[config.mk]
export PLATFORM = sky130hd
export DESIGN_NAME = snake_key_ahb
export DESIGN_NICKNAME = d
export VERILOG_FILES = /design/src/rtl/snake_key_pkg.sv /design/src/rtl/key_debounce.sv /design/src/rtl/snake_key_ahb.sv
export SDC_FILE = /design/constraint.sdc
export NUM_CORES = 1
export LEC_CHECK = 0
export ABC_AREA = 0
export CAP_MARGIN = 0
export CORE_MARGIN = 4
export CORE_UTILIZATION = 41
export CTS_CLUSTER_SIZE = 10
export DETAILED_ROUTE_END_ITERATION = 6
export GPL_TIMING_DRIVEN = 1
export HOLD_SLACK_MARGIN = 0.1
export PLACE_DENSITY_LB_ADDON = 0.05
export SKIP_LAST_GASP = 1
export SLEW_MARGIN = 15
export SYNTH_ARGS = -nofsm -noshare
export SYNTH_HDL_FRONTEND = slang
export SYNTH_SLANG_ARGS = --single-unit
[constraint.sdc]
create_clock -name clk -period 10.2 [get_ports clk]
set_input_delay 2.04 -clock clk [delete_from_list [all_inputs] [get_ports clk]]
set_output_delay 2.04 -clock clk [all_outputs]
set_load 0.05 [all_outputs]
[src/rtl/snake_key_pkg.sv]
// Shared constants for the snake key peripheral: register offsets,
// register bit positions and key index names.
package snake_key_pkg;

  // Word offsets decoded from HADDR[3:2]
  typedef enum logic [1:0] {
    REG_DATA   = 2'd0,
    REG_STATUS = 2'd1,
    REG_CTRL   = 2'd2,
    REG_RSVD   = 2'd3
  } reg_addr_e;

  // DATA register
  localparam int DATA_VALID    = 8;

  // STATUS register
  localparam int STAT_KEYS_LSB = 12;
  localparam int STAT_OVF      = 10;
  localparam int STAT_FULL     = 9;
  localparam int STAT_EMPTY    = 8;

  // CTRL register
  localparam int CTRL_IRQ_EN   = 0;
  localparam int CTRL_FLUSH    = 1;
  localparam int CTRL_CLR_OVF  = 2;

  // Key indices within key_in and the event mask
  localparam int KEY_UP        = 0;
  localparam int KEY_DOWN      = 1;
  localparam int KEY_LEFT      = 2;
  localparam int KEY_RIGHT     = 3;

endpackage

[src/rtl/key_debounce.sv]
// One key: 2-flop synchroniser, stability counter, debounced level and a
// single-cycle pulse on each accepted 0->1 transition.
module key_debounce #(
  parameter int DEBOUNCE_CYCLES = 500000,
  parameter int CNT_W           = 20
) (
  input  logic clk,
  input  logic rst,
  input  logic key_raw,
  output logic stable,
  output logic rise
);

  localparam logic [CNT_W-1:0] CNT_MAX = CNT_W'(DEBOUNCE_CYCLES - 1);

  logic             sync1;
  logic             sync2;
  logic [CNT_W-1:0] cnt;

  // Bring the asynchronous button into the clock domain
  // NOTE: state registers use non-blocking assignments so every flop samples
  // the pre-edge values, independent of statement order.
  always_ff @(posedge clk or posedge rst) begin
    if (rst) begin
      sync1 <= 1'b0;
      sync2 <= 1'b0;
    end else begin
      sync1 <= key_raw;
      sync2 <= sync1;
    end
  end

  // Accept a new level only after it has differed from stable for the full window
  always_ff @(posedge clk or posedge rst) begin
    if (rst) begin
      cnt    <= '0;
      stable <= 1'b0;
      rise   <= 1'b0;
    end else begin
      rise <= 1'b0;
      if (sync2 != stable) begin
        if (cnt == CNT_MAX) begin
          stable <= sync2;
          cnt    <= '0;
          rise   <= sync2;
        end else begin
          cnt <= cnt + 1'b1;
        end
      end else begin
        cnt <= '0;
      end
    end
  end

endmodule

[src/rtl/snake_key_ahb.sv]
// AHB-Lite slave turning four debounced snake-direction buttons into press
// events, queued in a small FIFO with a level interrupt while non-empty.
module snake_key_ahb
  import snake_key_pkg::*;
#(
  parameter int N_KEYS          = 4,
  parameter int DEBOUNCE_CYCLES = 500000,
  parameter int CNT_W           = 20,
  parameter int FIFO_DEPTH      = 8
) (
  input  logic              clk,
  input  logic              RST,
  input  logic [N_KEYS-1:0] key_in,
  input  logic              HSEL,
  input  logic [3:0]        HADDR,
  input  logic [1:0]        HTRANS,
  input  logic              HWRITE,
  input  logic              HREADY,
  input  logic [31:0]       HWDATA,
  output logic [31:0]       HRDATA,
  output logic              HREADYOUT,
  output logic              HRESP,
  output logic              IRQ
);

  localparam int PTR_W = $clog2(FIFO_DEPTH);
  localparam int CNT_FW = PTR_W + 1;
  localparam logic [CNT_FW-1:0] FULL_CNT = CNT_FW'(FIFO_DEPTH);

  logic [N_KEYS-1:0] stable;
  logic [N_KEYS-1:0] rise;
  logic [N_KEYS-1:0] ev_mask;

  logic              dp_valid;
  logic              dp_write;
  reg_addr_e         dp_addr;

  logic [N_KEYS-1:0] mem [FIFO_DEPTH];
  logic [PTR_W-1:0]  wr_ptr;
  logic [PTR_W-1:0]  rd_ptr;
  logic [CNT_FW-1:0] count;
  logic              overflow;
  logic              irq_en;

  logic              rd_phase;
  logic              wr_ctrl;
  logic              flush;
  logic              full;
  logic              push;
  logic              pop;
  logic              do_push;
  logic              unused_bits;

  assign HREADYOUT   = 1'b1;
  assign HRESP       = 1'b0;
  assign unused_bits = ^{HADDR[1:0], HTRANS[0], HWDATA[31:3]};

  for (genvar i = 0; i < N_KEYS; i++) begin : g_key
    key_debounce #(
      .DEBOUNCE_CYCLES (DEBOUNCE_CYCLES),
      .CNT_W           (CNT_W)
    ) u_deb (
      .clk     (clk),
      .rst     (RST),
      .key_raw (key_in[i]),
      .stable  (stable[i]),
      .rise    (rise[i])
    );
  end

  // Collect all rises of one cycle into a single event for the next cycle
  always_ff @(posedge clk or posedge RST) begin
    if (RST) ev_mask <= '0;
    else     ev_mask <= rise;
  end

  // AHB address phase capture
  always_ff @(posedge clk or posedge RST) begin
    if (RST) begin
      dp_valid <= 1'b0;
      dp_write <= 1'b0;
      dp_addr  <= REG_DATA;
    end else begin
      dp_valid <= HSEL & HTRANS[1] & HREADY;
      dp_write <= HWRITE;
      dp_addr  <= reg_addr_e'(HADDR[3:2]);
    end
  end

  assign rd_phase = dp_valid & ~dp_write;
  assign wr_ctrl  = dp_valid & dp_write & (dp_addr == REG_CTRL);
  assign flush    = wr_ctrl & HWDATA[CTRL_FLUSH];
  assign full     = (count == FULL_CNT);
  assign push     = |ev_mask;
  assign pop      = rd_phase & (dp_addr == REG_DATA) & (count != '0);
  // A pop in the same cycle frees the slot a full FIFO needs
  assign do_push  = push & (~full | pop);

  // Event FIFO storage, pointers and occupancy
  // NOTE: the storage array is reset along with the pointers so that every
  // flop in the block comes out of reset in a known state.
  always_ff @(posedge clk or posedge RST) begin
    if (RST) begin
      for (int i = 0; i < FIFO_DEPTH; i++) mem[i] <= '0;
      wr_ptr <= '0;
      rd_ptr <= '0;
      count  <= '0;
    end else if (flush) begin
      wr_ptr <= '0;
      rd_ptr <= '0;
      count  <= '0;
    end else begin
      if (do_push) begin
        mem[wr_ptr] <= ev_mask;
        wr_ptr      <= wr_ptr + 1'b1;
      end
      if (pop) rd_ptr <= rd_ptr + 1'b1;
      case ({do_push, pop})
        2'b10:   count <= count + 1'b1;
        2'b01:   count <= count - 1'b1;
        default: count <= count;
      endcase
    end
  end

  // Control bits and sticky overflow; a drop in the clearing cycle still sets it
  always_ff @(posedge clk or posedge RST) begin
    if (RST) begin
      irq_en   <= 1'b0;
      overflow <= 1'b0;
    end else begin
      if (wr_ctrl) begin
        irq_en <= HWDATA[CTRL_IRQ_EN];
        if (HWDATA[CTRL_CLR_OVF]) overflow <= 1'b0;
      end
      if (push & full & ~pop & ~flush) overflow <= 1'b1;
    end
  end

  // Read mux from the registered address and current state
  // NOTE: HRDATA gets a default first so no path through the block leaves it
  // unassigned, which would otherwise infer a latch.
  always_comb begin
    HRDATA = '0;
    if (rd_phase) begin
      case (dp_addr)
        REG_DATA: begin
          if (count != '0) begin
            HRDATA[DATA_VALID] = 1'b1;
            HRDATA[3:0]        = mem[rd_ptr];
          end
        end
        REG_STATUS: begin
          HRDATA[STAT_KEYS_LSB+KEY_UP]    = stable[KEY_UP];
          HRDATA[STAT_KEYS_LSB+KEY_DOWN]  = stable[KEY_DOWN];
          HRDATA[STAT_KEYS_LSB+KEY_LEFT]  = stable[KEY_LEFT];
          HRDATA[STAT_KEYS_LSB+KEY_RIGHT] = stable[KEY_RIGHT];
          HRDATA[STAT_OVF]                = overflow;
          HRDATA[STAT_FULL]               = full;
          HRDATA[STAT_EMPTY]              = (count == '0);
          HRDATA[3:0]                     = 4'(count);
        end
        REG_CTRL: HRDATA[CTRL_IRQ_EN] = irq_en;
        default:  HRDATA = '0;
      endcase
    end
  end

  assign IRQ = irq_en & (count != '0);

endmodule

# Word level (Yosys, flattened, before mapping)
# Index checks and enable logic that the tools add are counted.
# classes
addsub,8
order_cmp,3
n_eq_ne,13
n_mux,39
n_bitwise,20
reduce_logical,16
# op_table
cell,count
2-to-1 mux 20 bit,8
adder 20 x 1 -> 20 bit (second input constant),4
equality test 20 x 19 -> 1 bit (second input constant),4
bitwise mux 32 bit,1
2-to-1 mux 4 bit,6
2-to-1 mux 16 bit,1
AND 1 bit,13
binary-select mux 4 bit (select 3 bit),1
demux 4 bit (select 3 bit),1
2-to-1 mux 1 bit,12
2-to-1 mux 3 bit,4
AND reduction 2 bit,6
>= comparator 4 bit (second input constant),2
NOT 3 -> 4 bit,2
case mux 4 bit (2 select lines),1
nonzero test 2 bit,4
adder 3 x 1 -> 3 bit (second input constant),2
case mux 3 bit (2 select lines),1
adder 4 x 1 -> 4 bit (second input constant),1
equality test 2 x 1 -> 1 bit (second input constant),2
equality test 2 bit (second input constant),2
equality test 4 bit (second input constant),1
zero test 4 bit,1
less-than comparator 4 x 1 -> 1 bit (second input constant),1
other kinds (12),18
# word_totals
register_bits,148
input_bits,47
elab_cells,136

# Depth between registers and ports, before layout
# logic_depth
word_depth,9
mapped_depth,10
depth_no_buf,9

# Hierarchy
# Synthesis repeated with hierarchy kept, for this count alone.
# unflattened
cells_unflattened,687
hier_area_um2,7892.6
# by_module_without_submodules
mod,instances,cells_each,area_per_inst_um2,seq_area_each_um2
key_debounce,4,114,1233.7,600.6
snake_key_ahb,1,231,2957.8,1301.2

# Worst setup path before layout
# No wires, ideal clock.
# synth_timing
path_kind,register to output
from,register count[1]
to,output port HRDATA[9]
arrival_time_ns,1.789
slack_ns,6.371
path_stages_with_launch,4
cell_sequence,dfrtp_1 buf_6 or4b_2 nor2_1
# synth_between
elab_chain_len,3
# synth_rtl
item,line_no,rtl
start: declaration,snake_key_ahb.sv:41,logic [CNT_FW-1:0] count;
start signal: assignment,snake_key_ahb.sv:119,2'b10: count <= count + 1'b1;
start signal: assignment,snake_key_ahb.sv:120,2'b01: count <= count - 1'b1;
start signal: assignment,snake_key_ahb.sv:121,default: count <= count;
equality test 4 bit,snake_key_ahb.sv:93,assign full = (count == FULL_CNT);
2-to-1 mux 2 bit,snake_key_ahb.sv:146,case (dp_addr)
2-to-1 mux 16 bit,snake_key_ahb.sv:145,if (rd_phase) begin
end: declaration,snake_key_ahb.sv:20,"output logic [31:0] HRDATA,"
# Every way passes these cells.

# Worst setup path in the final report
# layout_timing
from,register rd_ptr[0]
to,output port HRDATA[3]
# layout_between
elab_chain_len,7
# layout_rtl
item,line_no,rtl
start: declaration,snake_key_ahb.sv:40,logic [PTR_W-1:0] rd_ptr;
start signal: assignment,snake_key_ahb.sv:117,if (pop) rd_ptr <= rd_ptr + 1'b1;
NOT 3 -> 4 bit (implied by the code),snake_key_ahb.sv:150,HRDATA[3:0] = mem[rd_ptr];
binary-select mux 4 bit (select 3 bit),snake_key_ahb.sv:150,
2-to-1 mux 4 bit (implied by the code) (2 in series),snake_key_ahb.sv:150,
2-to-1 mux 4 bit,snake_key_ahb.sv:148,if (count != '0) begin
case mux 3 bit (2 select lines),snake_key_ahb.sv:146,
2-to-1 mux 16 bit,snake_key_ahb.sv:145,
# Every way passes these cells. The select of a mux whose other input is x is not followed.

==> impl_metrics.yaml <==
layout:
  final_cell_area_um2: 8030
  fillers: 1556
  nets: 732
  syn_to_final_growth_pct: 13.1
  seqCellArea_um2: 3700
  most_common_library_cell_in_the_layout_ignoring_fill_and_taps: "dfrtp_1"
  final_cell_mix: "148 x dfrtp_1, 115 x nor2_1, 46 x xor2_1"
  multi_input_combinational_cell_area_um2: 3170
  layout-drive-gt1-share_pct: 13.9
synth:
  synth-xor-area-share_pct: 10.1
  synth_simple_gate_area_share_pct: 20.7
  seq_area_frac_synth_pct: 52.1
  postSynthAreaPerCell_um2: 10.9
  synth_top_area_share_pct: 52.1
  post_synthesis_instance_area_um2: 7110
  synth-compound-area-share_pct: 1.43
  synth.largest_area_cell: "dfrtp_1"
  synth-main-ff-cell: "dfrtp_1"
  synth_cell_types: 50
  combinational_family_with_the_most_area_after_synthesis: "simple AND/OR/NAND/NOR gates"
  synthMuxAreaShare_pct: 9.68
  synth_top_cells_by_area: "dfrtp_1 52%, nor2_1 6.1%, mux2_2 6.0%, xor2_1 5.7%, xnor2_1 4.4%"
  synth-async-reset-ratio_pct: 100
  ys_seq_elements: 148
  adder_cell_share_of_the_synthesized_area_pct: 1.41
  synth_warnings: 0
  synthesis.instances: 653
  synth_edf_count: 0
global_route:
  gr-usage-all-layers_pct: 14.6
  wire_length_of_the_first_global_routing_pass_mm: 23.3
  first_global_vias: 4772
  grt_antenna_before_repair: 0
  grt_start_max_net_pins: 77
  global_route.overflow_total: 0
die:
  fp_rows: 47
  die_area_um2: 19500
  design.portCount: 82
  initial_standard_cell_utilization_of_the_core_pct: 42.4
  fp.dieW_um: 140
  coreArea_um2: 16800
  die_height_um: 140
clocking:
  insertion_delay_ns: 0.42
  cts_made_buffers: 17
  cts-root-to-sink-buffers: 2
  cts_tree: "done"
  cts_max_level: 4
  clkTransAtPathRegs_ns: 0.06
  post_cts_resized: 0
  ctsHoldBuffers: 0
  cts-root-buf: "clkbuf_16"
  cts.sinks: 148
  postCtsSetupBuffers: 0
timing:
  relSlewSlack_pct: 38.8
  timing.clock.skew_ns: 0.00984
  setup_viol: 0
  fin_setup_tns_ns: 0
  grt_setup_unrepaired: "false"
  final_hold_viol_count: 0
  timing_max_transition_violations_final: 0
  timing_worst_slew_pin_value_ns: 0.918
  finalCriticalPeriod_ns: 4.97
  finalCritPeriodShare_pct: 48.8
  maximum_operating_frequency_mhz: 201
  finalHoldWorstSlack_ns: 0.348
worst_setup_path:
  cp.required_ns: 8.16
  cp_top_delay_family: "multiplexers"
  rr_startpoint: "dp_addr[0]"
  rr_endpoint: "count[3]"
  end_kind: "primary output"
  critical_path.cell_chain: "mux4_2 > mux2i_1 > nor2_1 > a21oi_1 > nor2_1 > clkdlybuf4s50_1"
  path_class: "register to primary output"
  worst-path-max-fanout: 10
  timing.critical_path.slowest_stage_cell: "dfrtp_1"
  cp_slowest_stage_delay_ns: 0.74
  reg2regPathDepth: 9
  timing.critical_path.from_type: "register"
  cpMostUsedCell: "nor2_1"
  worst-r2r-setup-slack_ns: 7.58
  worst-endpoint-arrival_ns: 2.93
  crit_buf_inv: 1
min_path:
  hold_path_startpoint: "g_key[0].u_deb.rise"
  timing.hold.worst_endpoint: "ev_mask[0]"
  min_path_cells: 0
  worstHoldPathType: "register to register"
place:
  io_buffers: 26
  placement.cell_area_um2: 7460
  dp_hpwl_mm: 9.10
  finalWeightedCongestion: 0.747
routing:
  wl_per_cell_um: 14.5
  detail-route-antenna-nets: 0
  drt_pass1_iterations: 4
  number_of_drc_violations_after_detailed_routing: 0
  viasPerCell: 5.07
  vias: 4622
  postRouteWirelength_mm: 13.2
  detail_route.iter0.violations: 184
power_and_ir_drop:
  design_power_total_w: 0.00140
  power_leakage_nw: 3.53
  vdd_ir_drop_max_mv: 0.114
  power.density_cell_area_nw_per_um2: 174
status:
  outcome: "finished clean"
job:
  drv.max_cap_violation_count: 0
-- worst register-to-register path: cells and delay by family (launching register included) --
family / cells / cell delay, ns
muxes: 1 / 0.26
buffers and inverters: 1 / 0.11
DFF: 1 / 0.60
adders and majority gates: 1 / 0.26
AOI/OAI and AO/OA: 2 / 0.23
and+or+nand+nor: 4 / 1.10
-- flip-flops by register name, summed over array words and instances, names as in the netlist --
register and cells:
g_key.u_deb.sync1 4, dp_valid 1, g_key.u_deb.rise 4, irq_en 1, ev_mask 4, dp_write 1, g_key.u_deb.cnt 80, wr_ptr 3
mem 32, g_key.u_deb.stable 4, count 4, dp_addr 2, g_key.u_deb.sync2 4, overflow 1, rd_ptr 3
-- cell usage after synthesis, drive strengths merged (4+ instances only) --
cell	count
a21oi	6
and2	6
and3	12
and3b	4
buf	37
clkbuf	6
dfrtp	148
ha	8
inv	10
mux2	38
mux2i	8
mux4	8
nand2	37
nand3	41
nand4	18
nor2	115
nor3	11
nor4	14
nor4b	6
o21ai	5
or2	5
or3	5
xnor2	36
xor2	46
-- where the power goes --
group          internal [W]  switching, W
logic             0.0000577     0.0000701
registers          0.000610     0.0000539
clock network      0.000364      0.000244
-- worst max-delay path by stage --
stage                   start         to  slack (ns)  depth (start not counted)
CTS                 rd_ptr[0]  HRDATA[3]        5.15                          6
finish              rd_ptr[0]  HRDATA[3]        5.23                          6
detailed placement  rd_ptr[0]  HRDATA[3]        5.62                          6
global route        rd_ptr[0]  HRDATA[3]        5.00                          6
floorplan                 RST   count[0]        4.18                          1
global placement    rd_ptr[0]  HRDATA[3]        5.61                          6
-- per-layer routing --
| metal | part of all wire [%] | vias to the layer above | track usage [%] |
|---|---|---|---|
| met1 | 47 | 2293 | 19.3 |
| met2 | 47 | 73 | 23.5 |
| met3 | 4.2 | 14 | 4.19 |
| met4 | 1.2 | 0 | 4.59 |
| li1 | - | 2242 | - |
| met5 | 0 | - | 0 |
-- final cells by class --
type / instances / share of cell area (%)
clock buffers: 18 / 5.47
diodes: 1 / 0.0311
flip-flops and latches: 148 / 46.1
well taps: 220 / 3.43
repair buffers: 27 / 3.33
inverters: 10 / 0.530
clock inverters: 14 / 1.70
multi-input cells: 473 / 39.4
-- cell families after synthesis --
kind of cell             count (synthesis)
multiplexers                            54
buffers and inverters                   53
AO/OA/AOI/OAI                           16
other                                    2
flip-flops                             148
adder cells (fa/ha/maj)                  8
XOR/XNOR                                82
AND/OR/NAND/NOR                        290
-- per-stage QoR --
stage / setup slack [ns] / cells / util, %
after floorplan: 4.18 / 674 / -
after global placement: 5.61 / 878 / 44.5
after detailed placement: 5.62 / 878 / 44.5
after CTS: 5.15 / 910 / 47.9
after global routing: 5.00 / 910 / 47.9
final: 5.23 / 911 / 47.9
No activity file was read; power rests on OpenSTA's default activity.
==> RTL edit 1: new RTL, same flow settings <==
`CNT_W` is set to 20 in 2 places; all go to 30.
--- a/src/rtl/key_debounce.sv
+++ b/src/rtl/key_debounce.sv
@@ -2,7 +2,7 @@
 // single-cycle pulse on each accepted 0->1 transition.
 module key_debounce #(
   parameter int DEBOUNCE_CYCLES = 500000,
-  parameter int CNT_W           = 20
+  parameter int CNT_W           = 30
 ) (
   input  logic clk,
   input  logic rst,
--- a/src/rtl/snake_key_ahb.sv
+++ b/src/rtl/snake_key_ahb.sv
@@ -5,7 +5,7 @@
 #(
   parameter int N_KEYS          = 4,
   parameter int DEBOUNCE_CYCLES = 500000,
-  parameter int CNT_W           = 20,
+  parameter int CNT_W           = 30,
   parameter int FIFO_DEPTH      = 8
 ) (
   input  logic              clk,
Check against the original RTL: no difference found for any inputs over 10 cycles, from zero or initial values and one cycle with RST high; that may be too few to reach the edited logic, so the function may still have changed.
==> RTL edit 1 against the original RTL <==
Area after synthesis grew 33%; design area grew 29%; utilization is 2.1 points lower; wire length grew 49%; power up 13%; worst hold slack better by 3.7 ps; setup slack got worse by 43 ps; critical path depth fell by 1; sequential power up 24%; sequential cell count up 40; non-clock buffer count increased by 1; critical path type unchanged; critical endpoint unchanged.
==> RTL edit 1: results (changes against the original RTL) <==
Clocking
  • Clk slew on worst S/H paths: 80 ps (+20 ps)

Layout
  • Nets: 986 (+35%)
  • Layout cells sized above 1: 11.12% (-2.8 points)
  • Largest regs: g_key.u_deb.cnt (120), mem (32)
  • Final Instance Area: 10,390 um^2 (+29%)

Placed design
  • DP HPWL: 13,510 um (+49%)
  • Placer Congestion: 0.7750 (+3.7%)
  • Placed cells: 1,197 (+36%)

Timing
  • Worst setup margin: 5183 ps (-43.47 ps)
  • Slew @ Worst Pin: 1132 ps (+214.4 ps)
  • Clock skew: 10.71 ps (+0.8676 ps)
  • Hold slack: 352.0 ps (+3.659 ps)

Worst setup path
  • Critical path data arrival time: 2980 ps (+50 ps)

Synth
  • Synth Instances: 914 (+40%)
  • Fraction of synthesized cell area in xor and xnor cells: 10.04% (-0.064 points)
  • Main area contributors after synthesis: dfrtp_1 (50%), nor2_1 (5.9%), xnor2_1 (5.8%), mux2_2 (5.0%), xor2_1 (4.3%)
  • Complex-gate fraction of the synthesized area: 3.441% (+2.0 points)
  • Commonest cells in the netlist: dfrtp_1 (188), nor2_1 (147), xnor2_1 (62)

Worst hold path
  • Hold worst-path end: ev_mask[2]
  • Worst hold start: g_key[2].u_deb.rise

Power and ir drop
  • Seq pwr share: 52.3% (+4.9 points)
  • Comb pwr: 0.134 mW (+5%)

Route
  • Wire length per cell: 16.11 um (+11%)
  • Via count: 6,613 (+43%)

Outcome
  • Outcome: finished clean

Global route
  • First-pass GRT wire length: 33,720 um (+45%)
[RTL edit 1: changes by cell type in the layout (fill, tap and decap cells not counted), moves of 5 or more]
cell,delta
and3_1,+17
nor3_1,+21
and4_1,+5
nand2_1,+15
or4_1,+8
nand4_1,+14
clkinv_2,-5
nor2_1,+32
a21oi_1,+17
inv_1,+7
xnor2_1,+26
nand3_1,+5
dfrtp_1,+40
nor4_1,+15
[RTL edit 1: routing by layer]
metal | part of all wire (%) | vias up
met1 | 47 | 3308
met4 | 0.79 | 0
met2 | 49 | 98
li1 | - | 3195
met3 | 3.2 | 12
met5 | 0 | -
[RTL edit 1: cell type report]
cell class	instances	share of cell area, %
inverters	17	0.6865
repair buffers	28	2.650
multi-input cells	679	42.73
well taps	285	3.432
flip-flops and latches	188	45.28
clock buffers	17	4.095
clock inverters	15	1.120
[RTL edit 1: worst max-delay path: cells and delay by family, from the launching register on]
kind / cells / cell delay [ps]
mux: 2 / 890
compound gates: 1 / 180
buf+inv: 1 / 700
simple gates: 1 / 60
flops: 1 / 720
==> RTL edit 2: new RTL, config.mk and constraints unchanged <==
Without the edit above. Make the reset (`RST` and `rst`) synchronous in 6 clocked blocks. Comments in the files are not updated.
--- a/src/rtl/key_debounce.sv
+++ b/src/rtl/key_debounce.sv
@@ -20,7 +20,7 @@
   // Bring the asynchronous button into the clock domain
   // NOTE: state registers use non-blocking assignments so every flop samples
   // the pre-edge values, independent of statement order.
-  always_ff @(posedge clk or posedge rst) begin
+  always_ff @(posedge clk) begin
     if (rst) begin
       sync1 <= 1'b0;
       sync2 <= 1'b0;
@@ -31,7 +31,7 @@
   end
 
   // Accept a new level only after it has differed from stable for the full window
-  always_ff @(posedge clk or posedge rst) begin
+  always_ff @(posedge clk) begin
     if (rst) begin
       cnt    <= '0;
       stable <= 1'b0;
--- a/src/rtl/snake_key_ahb.sv
+++ b/src/rtl/snake_key_ahb.sv
@@ -69,13 +69,13 @@
   end
 
   // Collect all rises of one cycle into a single event for the next cycle
-  always_ff @(posedge clk or posedge RST) begin
+  always_ff @(posedge clk) begin
     if (RST) ev_mask <= '0;
     else     ev_mask <= rise;
   end
 
   // AHB address phase capture
-  always_ff @(posedge clk or posedge RST) begin
+  always_ff @(posedge clk) begin
     if (RST) begin
       dp_valid <= 1'b0;
       dp_write <= 1'b0;
@@ -99,7 +99,7 @@
   // Event FIFO storage, pointers and occupancy
   // NOTE: the storage array is reset along with the pointers so that every
   // flop in the block comes out of reset in a known state.
-  always_ff @(posedge clk or posedge RST) begin
+  always_ff @(posedge clk) begin
     if (RST) begin
       for (int i = 0; i < FIFO_DEPTH; i++) mem[i] <= '0;
       wr_ptr <= '0;
@@ -124,7 +124,7 @@
   end
 
   // Control bits and sticky overflow; a drop in the clearing cycle still sets it
-  always_ff @(posedge clk or posedge RST) begin
+  always_ff @(posedge clk) begin
     if (RST) begin
       irq_en   <= 1'b0;
       overflow <= 1'b0;
Function: differs if RST is asserted again (counterexample within 4 cycles, from zero or initial values and one cycle with RST high); with RST held inactive, the same outputs for 10 cycles.
==> RTL edit 2 against the original RTL <==
Count of clock-buffer cells in the layout grew 2; sequential cell count up 3; utilization is 0.35 points lower; area after synthesis down 2.7%; setup slack lost 31 ps; maximum frequency fell by 0.62%; critical path depth fell by 2; wire length is 3.8% higher; design area down 2.1%.
Power is not compared: it rests on default switching activity, and its combinational part moved more than twofold at a synthesized area within 25%.
==> RTL edit 2: results (changes against the original RTL) <==
Layout
  • Diode count: 0 (-1)
  • Nets: 798 (+9.0%)
  • Layout cells sized above 1: 7.398% (-6.5 points)

Route
  • Routed WL: 13,750 um (+3.8%)
  • Met3 Wirelength: 562 um (+2.0%)
  • WL met2: 6387 um (+1.8%)
  • Post-Route M1 WL: 6601 um (+5.5%)
  • Via count: 5,130 (+11%)
  • DRT iter0 DRCs: 386 (+110%)

Synth
  • Adder-Cell Fraction of Synth Area: 1.267% (-0.14 points)
  • Post-synth cell types: 57 (+14%)
  • Ys flop type: dfxtp_1
  • Complex-gate fraction of the synthesized area: 8.456% (+7.0 points)
  • Number of flops mapped to enable cells by yosys: 32 (+32)
  • Synth async-reset ratio: 0% (-100 points)
  • Multiplexer share of the synthesized area: 3.585% (-6.1 points)
  • Fraction of synthesized cell area in xor and xnor cells: 7.098% (-3.0 points)
  • Main area contributors after synthesis: dfxtp_1 (34%), edfxtp_1 (14%), nor2_1 (5.6%), xnor2_1 (3.8%), xor2_1 (3.3%)

Worst setup path
  • Reg2reg start: ev_mask[1]
  • Critical path data arrival time: 2960 ps (+30 ps)
  • Worst-path fanout max: 8 (-2)
  • Slowest cell on the critical path: clkdlybuf4s50_1
  • Slowest cell delay on critical path: 830 ps (+90 ps)
  • Reg2Reg Setup Slack: 7370 ps (-210 ps)
  • Reg2Reg Depth: 6 (-3)
  • Crit path from: dp_addr[1]

Global route
  • Global routing usage on met2: 24.40% (+0.94 points)
  • Met1 usage: 20.34% (+1.0 points)

Timing
  • Clock skew: 8.899 ps (-0.9443 ps)

Die
  • Total die area: 19,000 um^2 (-2.6%)

Worst hold path
  • Hold worst-path end: ev_mask[0]
  • Worst hold start: g_key[0].u_deb.rise

Outcome
  • Outcome: finished clean

Placed design
  • DP HPWL: 9847 um (+8.3%)
==> RTL edit 2: worst max-delay path, delay by kind of cell (launching register included) <==
family	cells	cell delay, ps
simple gates	2	1080
buf+inv	1	830
flops	1	370
compound gates	1	270
==> RTL edit 2: metrics by stage <==
step | setup slack [ps] | cells | cell area [um^2] | hold slack, ps
2_1_floorplan | 5765 | 743 | 6989 | 413.8
3_3_place_gp | 5629 | 945 | 7271 | 419.2
3_5_place_dp | 5630 | 945 | 7271 | 429.9
4_1_cts | 5170 | 977 | 7864 | 444.0
5_1_grt | 5024 | 977 | 7864 | 470.6
6_report | 5195 | 977 | 7864 | 440.6
==> RTL edit 2: cell type report <==
class	instances	area, um^2	share of cell area [%]
Multi-Input combinational cell	529	3311	42.10
Timing Repair Buffer	30	285.3	3.628
Tap cell	220	275.3	3.500
Clock buffer	20	437.9	5.569
Clock inverter	12	155.1	1.973
Inverter	15	56.30	0.7160
Sequential cell	151	3343	42.51
